**src/rtl/tx_slot_sequencer.sv**
```systemverilog
// tx_slot_sequencer: interleaves left/right source samples into a TxFIFO write port.
// Mono mode duplicates the left sample into the right slot.
// A right slot that stays idle too long is zero-filled and counted as an underrun.
//
// state    | meaning
// ---------+-------------------------------------------------------------
// IDLE     | sequencing stopped, no handshakes, tx_data held at zero
// SLOT_L   | waiting for a left sample; frame boundary where en is honoured
// SLOT_R   | waiting for a right sample; timeout counter runs while FIFO has room
// SLOT_DUP | mono pair: writing the held left sample into the right slot
module tx_slot_sequencer #(
    parameter int DW          = 32,
    parameter int UNDERRUN_TO = 16,
    parameter int CNT_W       = 16
) (
    input  logic             pclk,
    input  logic             preset,
    input  logic             en,
    input  logic             mono,
    input  logic             l_valid,
    input  logic [DW-1:0]    l_data,
    output logic             l_ready,
    input  logic             r_valid,
    input  logic [DW-1:0]    r_data,
    output logic             r_ready,
    input  logic             tx_full,
    output logic             tx_wen,
    output logic [DW-1:0]    tx_data,
    output logic [CNT_W-1:0] frame_cnt,
    output logic [CNT_W-1:0] underrun_cnt,
    output logic             busy
);

    typedef enum logic [1:0] {
        IDLE     = 2'd0,
        SLOT_L   = 2'd1,
        SLOT_R   = 2'd2,
        SLOT_DUP = 2'd3
    } state_t;

    // UNDERRUN_TO is limited to 1..255, so eight bits always hold the count.
    localparam logic [7:0] TO_LAST = 8'(UNDERRUN_TO - 1);

    state_t        state, state_nxt;
    logic [7:0]    to_cnt, to_cnt_nxt;
    logic [DW-1:0] hold_q;
    logic          cap_hold;
    logic          frame_inc;
    logic          under_inc;

    assign busy = (state != IDLE);

    // Next-state, handshake and FIFO write decode; reset masks every handshake.
    always_comb begin
        state_nxt  = state;
        to_cnt_nxt = to_cnt;
        l_ready    = 1'b0;
        r_ready    = 1'b0;
        tx_wen     = 1'b0;
        tx_data    = '0;
        cap_hold   = 1'b0;
        frame_inc  = 1'b0;
        under_inc  = 1'b0;

        case (state)
            IDLE: begin
                if (en) begin
                    state_nxt = SLOT_L;
                end
            end
            SLOT_L: begin
                l_ready = !tx_full;
                if (l_valid && !tx_full) begin
                    tx_wen     = 1'b1;
                    tx_data    = l_data;
                    to_cnt_nxt = '0;
                    // mono is only looked at here, so a pair never changes mode halfway
                    if (mono) begin
                        cap_hold  = 1'b1;
                        state_nxt = SLOT_DUP;
                    end else begin
                        state_nxt = SLOT_R;
                    end
                end else if (!en) begin
                    state_nxt = IDLE;
                end
            end
            SLOT_R: begin
                r_ready = !tx_full;
                if (!tx_full) begin
                    if (r_valid) begin
                        // a real sample wins even in the cycle the timeout would expire
                        tx_wen    = 1'b1;
                        tx_data   = r_data;
                        frame_inc = 1'b1;
                        state_nxt = SLOT_L;
                    end else if (to_cnt == TO_LAST) begin
                        tx_wen     = 1'b1;
                        tx_data    = '0;
                        frame_inc  = 1'b1;
                        under_inc  = 1'b1;
                        to_cnt_nxt = '0;
                        state_nxt  = SLOT_L;
                    end else begin
                        to_cnt_nxt = to_cnt + 8'd1;
                    end
                end
            end
            SLOT_DUP: begin
                if (!tx_full) begin
                    tx_wen    = 1'b1;
                    tx_data   = hold_q;
                    frame_inc = 1'b1;
                    state_nxt = SLOT_L;
                end
            end
            default: begin
                state_nxt = IDLE;
            end
        endcase

        if (preset) begin
            l_ready = 1'b0;
            r_ready = 1'b0;
            tx_wen  = 1'b0;
        end
    end

    // State, timeout, hold register and status counters; reset drops any half-frame.
    always_ff @(posedge pclk) begin
        if (preset) begin
            state        <= IDLE;
            to_cnt       <= '0;
            hold_q       <= '0;
            frame_cnt    <= '0;
            underrun_cnt <= '0;
        end else begin
            state  <= state_nxt;
            to_cnt <= to_cnt_nxt;
            if (cap_hold) begin
                hold_q <= l_data;
            end
            if (frame_inc) begin
                frame_cnt <= frame_cnt + 1'b1;
            end
            if (under_inc && (underrun_cnt != {CNT_W{1'b1}})) begin
                underrun_cnt <= underrun_cnt + 1'b1;
            end
        end
    end

endmodule
```
**config.mk**
```make
export PLATFORM = sky130hd
export DESIGN_NAME = tx_slot_sequencer
export DESIGN_NICKNAME = d
export VERILOG_FILES = /design/src/rtl/tx_slot_sequencer.sv
export SDC_FILE = /design/constraint.sdc
export NUM_CORES = 1
export LEC_CHECK = 0
export BUFFER_PORTS_ARGS = -buffer_cell sky130_fd_sc_hd__buf_2
export CORE_MARGIN = 2
export CORE_UTILIZATION = 54
export DETAILED_ROUTE_END_ITERATION = 10
export PLACE_DENSITY = 0.85
export SYNTH_ARGS = -nofsm -noshare
export SYNTH_HDL_FRONTEND = slang
export SYNTH_SLANG_ARGS = --single-unit
```
**constraint.sdc**
```tcl
create_clock -name pclk -period 3.4 [get_ports pclk]
set_clock_uncertainty 0.05 [all_clocks]
set_input_delay 0.34 -clock pclk [delete_from_list [all_inputs] [get_ports pclk]]
set_output_delay 0.34 -clock pclk [all_outputs]
set_load 0.03 [all_outputs]
```
Yosys cells after proc, flatten, opt, wreduce, memory -nomap -nowiden --
Index checks and enable logic that the tools add are counted.
Operators by class: equality and inequality tests 12, reduce and logical (&&, ||, !) cells 8, add/subtract/negate cells 3, mux-type cells 37
Operators by type and width (count):
- 32-bit 2-to-1 mux | 4
- 32-bit one-hot mux with 3 select lines | 1
- 16-bit by 1-bit adder with 16-bit output (second input constant) | 2
- 8-bit 2-to-1 mux | 4
- 1-bit 2-to-1 mux | 17
- 16-bit != test (second input constant) | 1
- 8-bit one-hot mux with 2 select lines | 1
- 2-bit 2-to-1 mux | 7
- 2-bit != test (second input constant) | 5
- 8-bit by 1-bit adder with 8-bit output (second input constant) | 1
- 8-bit by 4-bit equality test with 1-bit output (second input constant) | 1
- 2-bit one-hot mux with 4 select lines | 1
- 3-bit != test (second input constant) | 2
- 5-bit AND reduction | 1
- 2-bit equality test (second input constant) | 2
- 4-bit AND reduction | 1
- 2-bit nonzero test | 2
- 1-bit one-hot mux with 3 select lines | 1
- 2-bit by 1-bit equality test with 1-bit output (second input constant) | 1
- 1-bit logical AND | 2
- 2-bit logical NOT | 1
- 1-bit one-hot mux with 2 select lines | 1
- 1-bit logical NOT | 1
Storage, ports and cells: input bits 71, flip-flop bits (word level) 74, output and inout bits 68, logic and storage cells 65

Longest topological paths before layout --
depth in word-level cells 6, depth in mapped cells 7, mapped depth without buffers 5

Worst setup path after synthesis --
Ideal clock, no wire load.
path type flip-flop to output port, start register to_cnt[0], end output port tx_wen, data arrival time 2.062 ns, cell stages (with the launch flop) 7, data required time 3.010 ns, path buffers 1, path slack 0.948 ns, cell sequence dfxtp_1 > ha_1 > and3_1 > a211oi_2 > clkbuf_1 > nand2b_1 > a211oi_1
On the way: word-level cells in the longest chain between the ends 6
RTL lines:
- start, declared | line 45 | logic [7:0] to_cnt, to_cnt_nxt;
- start signal, assigned | line 139 | to_cnt <= to_cnt_nxt;
- 8-bit by 4-bit equality test with 1-bit output | line 97 | end else if (to_cnt == TO_LAST) begin
- 1-bit 2-to-1 mux | line 97
- 1-bit 2-to-1 mux | line 91 | if (r_valid) begin
- 1-bit 2-to-1 mux | line 90 | if (!tx_full) begin
- 1-bit one-hot mux with 3 select lines | line 65 | case (state)
- 1-bit 2-to-1 mux | line 122 | if (preset) begin
- end, declared | line 27 | output logic tx_wen,
Every way passes these cells.

Worst setup path after layout --
start register state[1], end output port tx_data[0]
On the way: word-level cells in the longest chain between the ends 2, elaborated cells between the ends (all ways) 4, classes of those cells eq/ne: 3; mux: 1
RTL lines:
- start, declared | line 44 | state_t state, state_nxt;
- start signal, assigned | line 138 | state <= state_nxt;
- 2-bit equality test or 2-bit by 1-bit equality test with 1-bit output (tied branches) | line 65
- 32-bit one-hot mux with 3 select lines * | line 65
- end, declared | line 28 | output logic [DW-1:0] tx_data,
Mark *: on every way between the ends. The rest lies on a longest branch, timed or not.

==> impl_metrics.env <==
export IMPL_status="completed"
export IMPL_final_common_cell="buf_2"
export IMPL_rsz0062_at_grt="false"
export IMPL_power_density_nw_per_um2=391.5
export IMPL_nNetsFinal=677
export IMPL_cp_max_fo=32
export IMPL_drt_iter0_drc=290
export IMPL_crit_required_ns=3.01
export IMPL_period_share_pct=77.71
export IMPL_dpl_instance_area_um2=4593
export IMPL_ys_async_sr_fraction_pct=0
export IMPL_start_util_pct=56.43
export IMPL_dp_hpwl_um=7187
export IMPL_fp_dieH_um=88.73
export IMPL_die_x_um=88.73
export IMPL_synth_edf_count=0
export IMPL_port_buffers=138
export IMPL_critPathMaxStageDelay_ns=0.62
export IMPL_synth_avg_cell_area_um2=7.959
export IMPL_postCtsHoldBufs=0
export IMPL_hold_class="in -> reg"
export IMPL_nFillCells=558
export IMPL_cp_slowest_cell="dfxtp_1"
export IMPL_whs_ns=0.1985
export IMPL_cts_clk_slew_worst_paths_ns=0.08
export IMPL_avgViaCountPerCell=5.936
export IMPL_layout_min_cycle_time_ns=2.642
export IMPL_root_buffer="clkbuf_8"
export IMPL_slew_violations=0
export IMPL_hold_viol=0
export IMPL_grt_pass1_vias=3742
export IMPL_worst_slew_pin_slew_ns=1.059
export IMPL_io_pins=139
export IMPL_cts_sinks=74
export IMPL_cts_buffers=9
export IMPL_arrival_ns=2.25
export IMPL_core_um2=6869
export IMPL_max_clock_path_buffers=2
export IMPL_cts_resized=0
export IMPL_antenna_cells=0
export IMPL_htreeDepth=3
export IMPL_place_gp_congestion=0.9068
export IMPL_final_cell_mix="138 x buf_2, 82 x nand2_1, 74 x dfxtp_1"
export IMPL_wl_per_cell_um=14.51
export IMPL_yosysWarnings=0
export IMPL_insertion_delay_ns=0.34
export IMPL_cellLeakagePower_nw=2.118
export IMPL_post_cts_setup_buffers=0
export IMPL_synth_cell_type_count=47
export IMPL_synth_nets=561
export IMPL_cts_tree="built"
export IMPL_ys_ff_latch=74
export IMPL_startpoint_type="flip-flop"
export IMPL_tns_ns=0
export IMPL_cp_cell_sequence="nor2b_1 > and2_1 > buf_4 > a222oi_1 > inv_1 > buf_2"
export IMPL_ant_nets=0
export IMPL_overflow=0
export IMPL_netlist_area_um2=3876
export IMPL_setup_viol=0
export IMPL_routed_wl_um=10190
export IMPL_synthCells=487
export IMPL_die_area_um2=7872
export IMPL_syn2layout_area_growth_pct=23.43
export IMPL_max_slew_margin_pct=29.24
export IMPL_ys_seq_area_share_pct=38.22
export IMPL_grt_pass1_wl_um=16300
export IMPL_routed_via_count=4167
export IMPL_crit_path_end_kind="output pin"
export IMPL_drcViolationCount=0
export IMPL_power_mw=1.873
export IMPL_fin_area_um2=4785
export IMPL_firstDrtPassIters=9
export IMPL_ys_flop_type="dfxtp_1"
export IMPL_antenna_found_initial=0
export IMPL_max_freq_ghz=0.3785
export IMPL_grt_max_degree=46
export IMPL_peakVddDrop_uv=242.3
export IMPL_drive_gt1_share_pct=27.89
export IMPL_drv_cap=0
export IMPL_row_count=30
export IMPL_grtUsageTotal_pct=25.24
export IMPL_crit_type="reg -> out"
synth_stat cells (3+ instances only):
library cell	n	area, um2
and3_1	5	31.28
inv_1	37	138.9
a211oi_1	4	30.03
nand3_1	9	45.04
nand4_1	10	62.56
ha_1	3	37.54
a222oi_1	32	320.3
or3_1	4	25.02
or4_1	22	165.2
o21ai_0	7	35.03
xnor2_1	5	43.79
dfxtp_1	74	1481
nand2_1	82	307.8
clkbuf_1	29	108.9
and4_1	3	26.28
mux2_1	5	56.30
a21oi_1	65	325.3
buf_2	10	50.05
nor2_1	11	41.29
and2_1	4	25.02
o31ai_1	22	165.2
nor2b_1	9	56.30
nor4_1	5	31.28
through the flow:
stage | utilization (%) | std cells | setup slack, ns
2_1_floorplan | - | 487 | 0.9482
6_report | 69.65 | 702 | 0.7580
5_1_grt | 69.65 | 702 | 0.6169
3_5_place_dp | 66.87 | 688 | 1.010
4_1_cts | 69.65 | 702 | 0.7700
3_3_place_gp | 66.87 | 688 | 1.115
routing by layer:
metal  track usage [%]  routed length, um
met2             45.25               5238
met3             3.825                545
met5                 0                  0
met4             7.851                121
met1             30.96               4282
worst max-delay path: cells and delay by family, from the launching register on:
family / cells / cell delay (ns)
flip-flops: 1 / 0.62
buffers and inverters: 3 / 0.59
AND/OR/NAND/NOR: 2 / 0.51
AO/OA/AOI/OAI: 1 / 0.18
path summary, 6_finish.rpt:
kind                           to  depth (start not counted)  slack (ns)        from
setup / recovery       tx_data[0]                          6        0.76    state[1]
hold / removal         hold_q[13]                          3        0.20  l_data[13]
setup reg to reg  underrun_cnt[7]                          4        1.02    state[1]
hold reg to reg        hold_q[27]                          2        0.41  hold_q[27]
report_power, final:
part / internal (mW) / switching (mW)
logic: 0.108 / 0.187
registers: 0.883 / 0.0252
clock network: 0.369 / 0.300
state kept, by name, summed over array words and instances, names as in the netlist:
name          cells
hold_q           32
to_cnt            8
state             2
underrun_cnt     16
frame_cnt        16
layout make-up:
class	instances	area (um2)	share of cell area, %
multi-input combinational	337	2117	44.25
sequential	74	1481	30.96
timing repair buffer	144	735.7	15.38
clock buffer	11	151.4	3.164
inverter	37	138.9	2.903
tap	96	120.1	2.510
clock inverter	3	40.04	0.8368
kinds of logic after synthesis:
group	Yosys count	share of synthesized area, %
multiplexers	7	2.033
buffers and inverters	76	7.682
XOR/XNOR	5	1.130
AND/OR/NAND/NOR	183	25.60
AO/OA/AOI/OAI	139	24.37
flip-flops	74	38.22
adder cells (fa/ha/maj)	3	0.9685
Note: power is estimated with default switching activity, not from simulation.
